### src/rtl/recirc_pkg.sv
// Shared state type, statistics width and sizing helper for the recirculation router.
package recirc_pkg;

    typedef enum logic {
        RECIRC  = 1'b0,
        FORWARD = 1'b1
    } state_t;

    localparam int STAT_W = 16;

    // Bits needed to hold values 0..value-1, never less than one bit.
    function automatic int clog2(input int value);
        int result;
        int rem;
        result = 0;
        rem    = value - 1;
        while (rem > 0) begin
            result = result + 1;
            rem    = rem >> 1;
        end
        return (result < 1) ? 1 : result;
    endfunction

endpackage

### src/rtl/recirc_router_param_if.sv
// Lane bus between the lane source, the recirculation router and the demux stage.
interface recirc_router_param_if #(
    parameter int CH = 4,
    parameter int W  = 8
);
    logic [CH*W-1:0]                  data_in;
    logic [CH-1:0]                    valid_in;
    logic                             idle_in;
    logic [CH*W-1:0]                  data_rc;
    logic [CH-1:0]                    valid_rc;
    logic [CH*W-1:0]                  data_out;
    logic [CH-1:0]                    valid_out;
    logic                             fwd_mode;
    logic                             timeout_err;
    logic [CH*recirc_pkg::STAT_W-1:0] stat_cnt;

    modport master (
        output data_in, valid_in, idle_in,
        input  data_rc, valid_rc, data_out, valid_out, fwd_mode, timeout_err, stat_cnt
    );

    modport slave (
        input  data_in, valid_in, idle_in,
        output data_rc, valid_rc, data_out, valid_out, fwd_mode, timeout_err, stat_cnt
    );
endinterface

### src/rtl/recirc_lane.sv
// One lane: registers the incoming word together with its route, then steers it to
// either the recirculation or the forward output; invalid words read as zero.
module recirc_lane #(
    parameter int W = 8
) (
    input  logic         clk_f,
    input  logic         reset,
    input  logic [W-1:0] word,
    input  logic         valid,
    input  logic         route_fwd,
    output logic [W-1:0] data_rc,
    output logic         valid_rc,
    output logic [W-1:0] data_out,
    output logic         valid_out
);
    logic [W-1:0] word_q;
    logic         valid_q;
    logic         fwd_q;

    always_ff @(posedge clk_f or negedge reset) begin
        if (!reset) begin
            word_q  <= '0;
            valid_q <= 1'b0;
            fwd_q   <= 1'b0;
        end else begin
            word_q  <= valid ? word : '0;
            valid_q <= valid;
            fwd_q   <= route_fwd;
        end
    end

    assign data_rc   = fwd_q ? '0 : word_q;
    assign valid_rc  = valid_q & ~fwd_q;
    assign data_out  = fwd_q ? word_q : '0;
    assign valid_out = valid_q & fwd_q;

endmodule

### src/rtl/recirc_router_param.sv
// Recirculation front end: lane words loop back until downstream idle is debounced, then
// go forward. Optional per-lane forwarded-word counters are built when RECIRC_STATS_EN is defined.
module recirc_router_param
    import recirc_pkg::*;
#(
    parameter int CH        = 4,
    parameter int W         = 8,
    parameter int IDLE_SYNC = 2,
    parameter int TIMEOUT   = 255
) (
    input logic                  clk_f,
    input logic                  reset,
    recirc_router_param_if.slave bus
);
    localparam int                CNT_W     = clog2(TIMEOUT + 1);
    localparam int                IDLE_W    = clog2(IDLE_SYNC);
    localparam logic [CNT_W-1:0]  RC_MAX    = CNT_W'(TIMEOUT);
    localparam logic [CNT_W-1:0]  RC_PRE    = CNT_W'(TIMEOUT - 1);
    localparam logic [IDLE_W-1:0] IDLE_LAST = IDLE_W'(IDLE_SYNC - 1);

    state_t               state;
    state_t               next_state;
    logic [IDLE_W-1:0]    idle_cnt;
    logic [CNT_W-1:0]     rc_cnt;
    logic                 timeout_q;
    logic                 route_fwd;
    logic [CH*W-1:0]      rc_data;
    logic [CH*W-1:0]      fwd_data;
    logic [CH-1:0]        rc_valid;
    logic [CH-1:0]        fwd_valid;
    logic [CH*STAT_W-1:0] stat_data;

    always_ff @(posedge clk_f or negedge reset) begin
        if (!reset) begin
            state <= RECIRC;
        end else begin
            state <= next_state;
        end
    end

    always_comb begin
        next_state = state;
        case (state)
            RECIRC:  if (bus.idle_in && idle_cnt == IDLE_LAST) next_state = FORWARD;
            FORWARD: if (!bus.idle_in) next_state = RECIRC;
            default: next_state = RECIRC;
        endcase
    end

    // Routing follows the state being entered, so the word on a transition edge already takes the new path.
    always_comb begin
        route_fwd       = (next_state == FORWARD);
        bus.fwd_mode    = (state == FORWARD);
        bus.timeout_err = timeout_q;
    end

    always_ff @(posedge clk_f or negedge reset) begin
        if (!reset) begin
            idle_cnt <= '0;
        end else if (!bus.idle_in) begin
            idle_cnt <= '0;
        end else if (idle_cnt != IDLE_LAST) begin
            idle_cnt <= idle_cnt + 1'b1;
        end
    end

    // Leaving RECIRC clears the count, but a count that already saturated still raises the flag.
    always_ff @(posedge clk_f or negedge reset) begin
        if (!reset) begin
            rc_cnt    <= '0;
            timeout_q <= 1'b0;
        end else begin
            if (next_state == FORWARD) begin
                rc_cnt <= '0;
            end else if (state == RECIRC && rc_cnt != RC_MAX) begin
                rc_cnt <= rc_cnt + 1'b1;
            end
            if (rc_cnt == RC_MAX ||
                (state == RECIRC && next_state == RECIRC && rc_cnt == RC_PRE)) begin
                timeout_q <= 1'b1;
            end
        end
    end

    for (genvar i = 0; i < CH; i++) begin : g_lane
        recirc_lane #(.W(W)) u_lane (
            .clk_f     (clk_f),
            .reset     (reset),
            .word      (bus.data_in[i*W +: W]),
            .valid     (bus.valid_in[i]),
            .route_fwd (route_fwd),
            .data_rc   (rc_data[i*W +: W]),
            .valid_rc  (rc_valid[i]),
            .data_out  (fwd_data[i*W +: W]),
            .valid_out (fwd_valid[i])
        );
    end

`ifdef RECIRC_STATS_EN
    for (genvar i = 0; i < CH; i++) begin : g_stat
        logic [STAT_W-1:0] stat_q;

        always_ff @(posedge clk_f or negedge reset) begin
            if (!reset) begin
                stat_q <= '0;
            end else if (route_fwd && bus.valid_in[i]) begin
                stat_q <= stat_q + 1'b1;
            end
        end

        assign stat_data[i*STAT_W +: STAT_W] = stat_q;
    end
`else
    assign stat_data = '0;
`endif

    assign bus.data_rc   = rc_data;
    assign bus.valid_rc  = rc_valid;
    assign bus.data_out  = fwd_data;
    assign bus.valid_out = fwd_valid;
    assign bus.stat_cnt  = stat_data;

endmodule

### src/flat_wrapper.sv
// flat-port wrapper written by rule: the top's interface ports become plain ports
module recirc_router_param_flat import recirc_pkg::*;
#(
    parameter int CH        = 4,
    parameter int W         = 8,
    parameter int IDLE_SYNC = 2,
    parameter int TIMEOUT   = 255
)
  (clk_f, reset, bus_data_in, bus_valid_in, bus_idle_in, bus_data_rc, bus_valid_rc, bus_data_out, bus_valid_out, bus_fwd_mode, bus_timeout_err, bus_stat_cnt);
  recirc_router_param_if #(.CH(CH), .W(W)) bus_i ();
  input logic clk_f;
  input logic reset;
  input wire logic [$bits(bus_i.data_in)-1:0] bus_data_in;
  input wire logic [$bits(bus_i.valid_in)-1:0] bus_valid_in;
  input wire logic [$bits(bus_i.idle_in)-1:0] bus_idle_in;
  output wire logic [$bits(bus_i.data_rc)-1:0] bus_data_rc;
  output wire logic [$bits(bus_i.valid_rc)-1:0] bus_valid_rc;
  output wire logic [$bits(bus_i.data_out)-1:0] bus_data_out;
  output wire logic [$bits(bus_i.valid_out)-1:0] bus_valid_out;
  output wire logic [$bits(bus_i.fwd_mode)-1:0] bus_fwd_mode;
  output wire logic [$bits(bus_i.timeout_err)-1:0] bus_timeout_err;
  output wire logic [$bits(bus_i.stat_cnt)-1:0] bus_stat_cnt;
  assign bus_i.data_in = bus_data_in;
  assign bus_i.valid_in = bus_valid_in;
  assign bus_i.idle_in = bus_idle_in;
  assign bus_data_rc = bus_i.data_rc;
  assign bus_valid_rc = bus_i.valid_rc;
  assign bus_data_out = bus_i.data_out;
  assign bus_valid_out = bus_i.valid_out;
  assign bus_fwd_mode = bus_i.fwd_mode;
  assign bus_timeout_err = bus_i.timeout_err;
  assign bus_stat_cnt = bus_i.stat_cnt;
  recirc_router_param #(.CH(CH), .W(W), .IDLE_SYNC(IDLE_SYNC), .TIMEOUT(TIMEOUT)) u_core (.clk_f(clk_f), .reset(reset), .bus(bus_i));
endmodule
### config.mk
export PLATFORM = sky130hd
export DESIGN_NAME = recirc_router_param_flat
export DESIGN_NICKNAME = d
export VERILOG_FILES = /design/src/rtl/recirc_pkg.sv /design/src/rtl/recirc_router_param_if.sv /design/src/rtl/recirc_lane.sv /design/src/rtl/recirc_router_param.sv /design/src/flat_wrapper.sv
export SDC_FILE = /design/constraint.sdc
export NUM_CORES = 1
export LEC_CHECK = 0
export ABC_AREA = 1
export CAP_MARGIN = 25
export CORE_ASPECT_RATIO = 0.75
export CORE_MARGIN = 3
export CORE_UTILIZATION = 39
export CTS_BUF_LIST = sky130_fd_sc_hd__clkbuf_4 sky130_fd_sc_hd__clkbuf_8
export DETAILED_ROUTE_END_ITERATION = 8
export PLACE_DENSITY = 0.83
export SETUP_SLACK_MARGIN = 0.02
export SYNTH_ARGS = -nofsm -noshare
export SYNTH_HDL_FRONTEND = slang
export SYNTH_SLANG_ARGS = --single-unit
### constraint.sdc
create_clock -name clk_f -period 1.4 [get_ports clk_f]
set_input_delay 0.28 -clock clk_f [delete_from_list [all_inputs] [get_ports clk_f]]
set_output_delay 0.28 -clock clk_f [all_outputs]
set_load 0.01 [all_outputs]
# After elaboration in Yosys (flattened, before gate mapping)
# Cells that the tools add are included.
# Widths: inputs -> output; s select.
dict set report word_totals {
  elab_cells 52
  out_inout_bits 138
  register_bits 47
}
dict set report op_classes {
  bitwise_logic 10
  n_eq_ne 3
  n_mux 19
  reduce_logical 6
  addsub 2
}
# operator n
set ops {}
lappend ops {{$mux 8} 14}
lappend ops {{$eq 8x8->1 const B} 2}
lappend ops {{$add 8x1->8 const B} 1}
lappend ops {{$and 1x1->1} 8}
lappend ops {{$ne 8x8->1 const B} 1}
lappend ops {{$logic_and 1x1->1} 4}
lappend ops {{$mux 1} 4}
lappend ops {{$not 1->1} 2}
lappend ops {{$pmux 1 s2} 1}
lappend ops {{$reduce_bool 2->1} 1}
lappend ops {{$add 1x1->1 const B} 1}
lappend ops {{$logic_or 1x1->1} 1}

# Logic depth before layout (Yosys ltp)
dict set report logic_depth {
  ltp_word 7
  depth_mapped 9
  depth_no_buf 9
}

# By module
# From an unflattened synthesis, not the netlist that was laid out.
dict set report hier_totals {
  hier_cells 407
  area_unflattened_um2 3027.9
}
# mod area_per_inst_um2 instances cells_each
set by_module_without_submodules {}
lappend by_module_without_submodules {recirc_lane 476.7 4 65}
lappend by_module_without_submodules {recirc_router_param 1121.1 1 147}

# Least setup slack after synthesis
# Ideal clock, no wire load.
dict set report synth_timing {
  path_type {register to output}
  start {reg, netlist name u_core.bus.fwd_mode}
  end {out bus_valid_out[0]}
  t_arrival_ps 1079
  setup_slack_ps 41
  required_time_ps 1120
  stages_incl_launch_ff 6
  cell_sequence {dfrtp_1 buf_2 buf_2 nand2_1 inv_2 buf_4}
}
# element line
set synth_lines {}
lappend synth_lines {{end, declared} flat_wrapper.sv:19} ;# output wire logic [$bits(bus_i.valid_out)-1:0] bus_valid_out;

==> impl_summary.txt <==
----------------------------------------------------
[Placed design]
  Placed Cells ... 601
  Area of placed instances ... 0.00389 mm²
  Weighted congestion at the end of routability-driven global placement ... 0.830
  Number of buffers added on ports ... 112
  Final HPWL DP ... 5.21 mm

[Power and ir drop]
  Reg power frac ... 42.2%
  Power spent charging and discharging nets ... 1.04 mW
  Power Density ... 840 mW/mm²
  Leakage power ... 2.60 nW
  Clk network pwr share ... 32.4%
  Final Total Pwr ... 3.62 mW
  Switching power as a share of total power ... 28.6%
  Max rail drop VDD ... 0.000529 V
  Power Internal ... 2.58 mW
  Logic pwr share ... 25.4%

[Final layout]
  Final Instance Area ... 0.00431 mm²
  Layout Utilization ... 61.1%
  Number of cells in the finished layout apart from fillers ... 624
  Diodes inserted ... 0
  Layout fillers ... 633
  Total Nets Final ... 566
  P&R area growth vs syn ... 47.0%
  Fraction of layout cells with a size suffix above 1 ... 35.9%

[Yosys]
  Total of warnings raised by yosys ... 0
  Post-synth design cell area ... 0.00293 mm²
  Portion of the post-synthesis area used by sequential elements ... 40.1%
  Total of flip-flops plus latches after synthesis ... 47
  Syn Area/Cell ... 7.19 µm²
  Number of distinct library cells after synthesis ... 24
  Number of standard cells after synthesis ... 408

[Floorplan]
  Floorplan die height ... 81.1 µm
  Cell Rows ... 26
  Effective utilization at floorplan ... 41.5%
  Horizontal extent of the die ... 106 µm
  Io pins ... 177
  Die ar. ... 0.00861 mm²
  Area inside the core boundary ... 0.00706 mm²

[CTS]
  CTS clk-pin slew, worst paths ... 0.09 ns
  Count of H-tree levels built during CTS ... 2
  Clock tree from TritonCTS ... yes
  Longest Clk Path Bufs ... 2
  Clock latency on the worst-skew pair ... 0.30 ns
  Total number of clock tree sinks ... 47
  Clock Root Buffer ... clkbuf_8
  TritonCTS Buffers ... 5

[STA]
  Final total negative setup slack ... -9.82 ns
  Max Freq ... 0.619 GHz
  Final setup violation count ... 78
  Unrepaired setup endpoints after global routing ... yes
  Portion of the clock cycle consumed by the worst path in the final layout ... 115%
  Number of pins with negative max-slew slack in the final report ... 0
  Number of endpoints with negative hold slack in the final report ... 0
  Final period demand of the worst path ... 1.61 ns
  Worst Setup Slack, final ... -0.215 ns
  Worst Clk Skew ... 0.00582 ns

[Route]
  Total iterations of the first detailed-routing run ... 4
  Number of vias per cell after detailed routing ... 3.92
  Wire length per cell after detailed routing ... 11.6 µm
  Number of DRC markers in iteration 0 ... 69
  Routed Antenna Nets ... 0
  Post-Route WL ... 7.21 mm
  Via Count ... 2445
  DRC Markers ... 0

[GRT]
  GRT Resource Usage Total ... 15.6%
  GRT Residual Overflow ... 0
  Largest net degree at the start of global routing ... 48
  Wire length of the first global-routing pass ... 10.7 mm
  Via count of the first global-routing pass ... 2280
  Initial antenna violation count ... 0

[Worst setup path]
  Endpoint of the worst register-to-register path ... u_core.rc_cnt[3]
  Number of cells on the worst reg-to-reg path ... 9
  Crit. End Element ... output pin
  Type of the worst setup path ... flip-flop to output pin
  Worst EP arrival ... 1.33 ns
  Kind of start point of the critical path ... flip-flop
  Worst path required time ... 1.12 ns
  Critical R2R Launch ... u_core.bus.fwd_mode
  Register-to-register setup slack ... -0.07 ns
  Max FO, Critical Path ... 24

[Flow run]
  Max-cap violations ... 0

[Min path]
  Tightest Hold Check Type ... input pin to asynchronous set/reset pin

[Status]
  Result of the run ... finished, violations left
  Violations in the final reports ... setup timing

----------------------------------------------------
metrics by stage:
stage	setup WS, ns	hold WS, ns
floorplan	0.0409	-0.0156
finish	-0.215	0.491
global placement	-0.148	0.283
global route	-0.284	0.491
CTS	-0.336	0.490
detailed placement	-0.180	0.298
area by class of cell:
cell class                 count  area (µm²)  area share, %
timing repair buffer         132        1300           30.1
inverter                     112         430           9.99
clock inverter                 3        67.6           1.57
tap                           98         123           2.84
multi-input combinational    227        1140           26.6
sequential                    47        1180           27.3
clock buffer                   5        68.8           1.60
metal layers:
layer  share of wire [%]  GRT usage [%]
met1                  37           17.2
met2                  56           29.9
met3                 6.3           3.65
met4                0.90           4.66
met5                   0              0
worst max-delay path, cell delays in order (launching register included):
cell and delay, ns:
dfrtp_2 0.50, buf_12 0.19, nand2_1 0.08, inv_2 0.04
clkdlybuf4s15_2 0.21
power by group through the flow:
stage	Clock, mW	Combinational (mW)	Sequential (mW)
floorplan	0	0.562	1.52
global placement	0	0.788	1.54
detailed placement	0	0.807	1.54
CTS	1.20	0.798	1.52
global route	1.26	1.02	1.54
finish	1.17	0.918	1.53
logic make-up (layout without fill, tap and decap cells):
| kind of cell | after synthesis | count (layout) | share of synthesized area, % |
|---|---|---|---|
| simple gates | 148 | 148 | 20.8 |
| fa+ha+maj | 2 | 2 | 0.853 |
| other cells | 1 | 64 | 0.128 |
| xor+xnor | 2 | 2 | 0.597 |
| buf+inv | 197 | 252 | 35.1 |
| compound gates | 11 | 11 | 2.47 |
| flops | 47 | 47 | 40.1 |
flip-flops by register name, summed over array words and instances, names as in the netlist:
name,flops
u_core.g_lane.u_lane.word_q,32
u_core.rc_cnt,8
u_core.g_lane.u_lane.valid_q,4
u_core.bus.fwd_mode,1
u_core.bus.timeout_err,1
u_core.idle_cnt,1
synthesized netlist by cell type, drive strengths merged:
| library cell | number | area, µm² |
|---|---|---|
| nand2 | 96 | 375 |
| o21bai | 1 | 7.51 |
| clkbuf | 4 | 15.0 |
| inv | 111 | 417 |
| buf | 81 | 588 |
| ha | 2 | 25.0 |
| nor2 | 43 | 185 |
| a21oi | 3 | 18.8 |
| conb | 1 | 3.75 |
| nand3 | 6 | 30.0 |
| o21ai | 7 | 46.3 |
| dfrtp | 47 | 1180 |
| xor2 | 2 | 17.5 |
| clkinv | 1 | 8.76 |
| nand4 | 3 | 18.8 |
placed cells by master (no fill, tap or decap), types with 3 or more instances in the layout:
cell / n
buf_12: 5
buf_2: 30
buf_4: 6
buf_6: 37
clkbuf_8: 5
clkdlybuf4s15_2: 11
clkdlybuf4s50_1: 37
conb_1: 64
dfrtp_1: 46
inv_1: 72
inv_2: 38
nand2_1: 70
nand2_2: 20
nand2_4: 6
nand3_1: 6
nand4_1: 3
nor2_1: 26
nor2_2: 6
nor2_4: 10
o21ai_0: 3
worst max-delay path by stage:
stage	start	end	slack [ns]
floorplan	u_core.bus.fwd_mode	bus_valid_out[0]	0.04
global placement	u_core.bus.fwd_mode	bus_data_rc[0]	-0.15
detailed placement	u_core.bus.fwd_mode	bus_valid_rc[2]	-0.18
CTS	u_core.bus.fwd_mode	bus_valid_rc[2]	-0.34
global route	u_core.bus.fwd_mode	bus_data_rc[2]	-0.28
finish	u_core.bus.fwd_mode	bus_data_out[14]	-0.21
what timing repair did:
item / in CTS / in global routing
pin swaps: 2 / 13
resized for setup: 262 / 119
hold buffers: 1 / 0
cloned: 1 / 2
hold endpoints to repair: 47 / 0
setup endpoints to repair: 75 / 81
buffers inserted: 6 / 6
(Power assumes the default switching activity.)
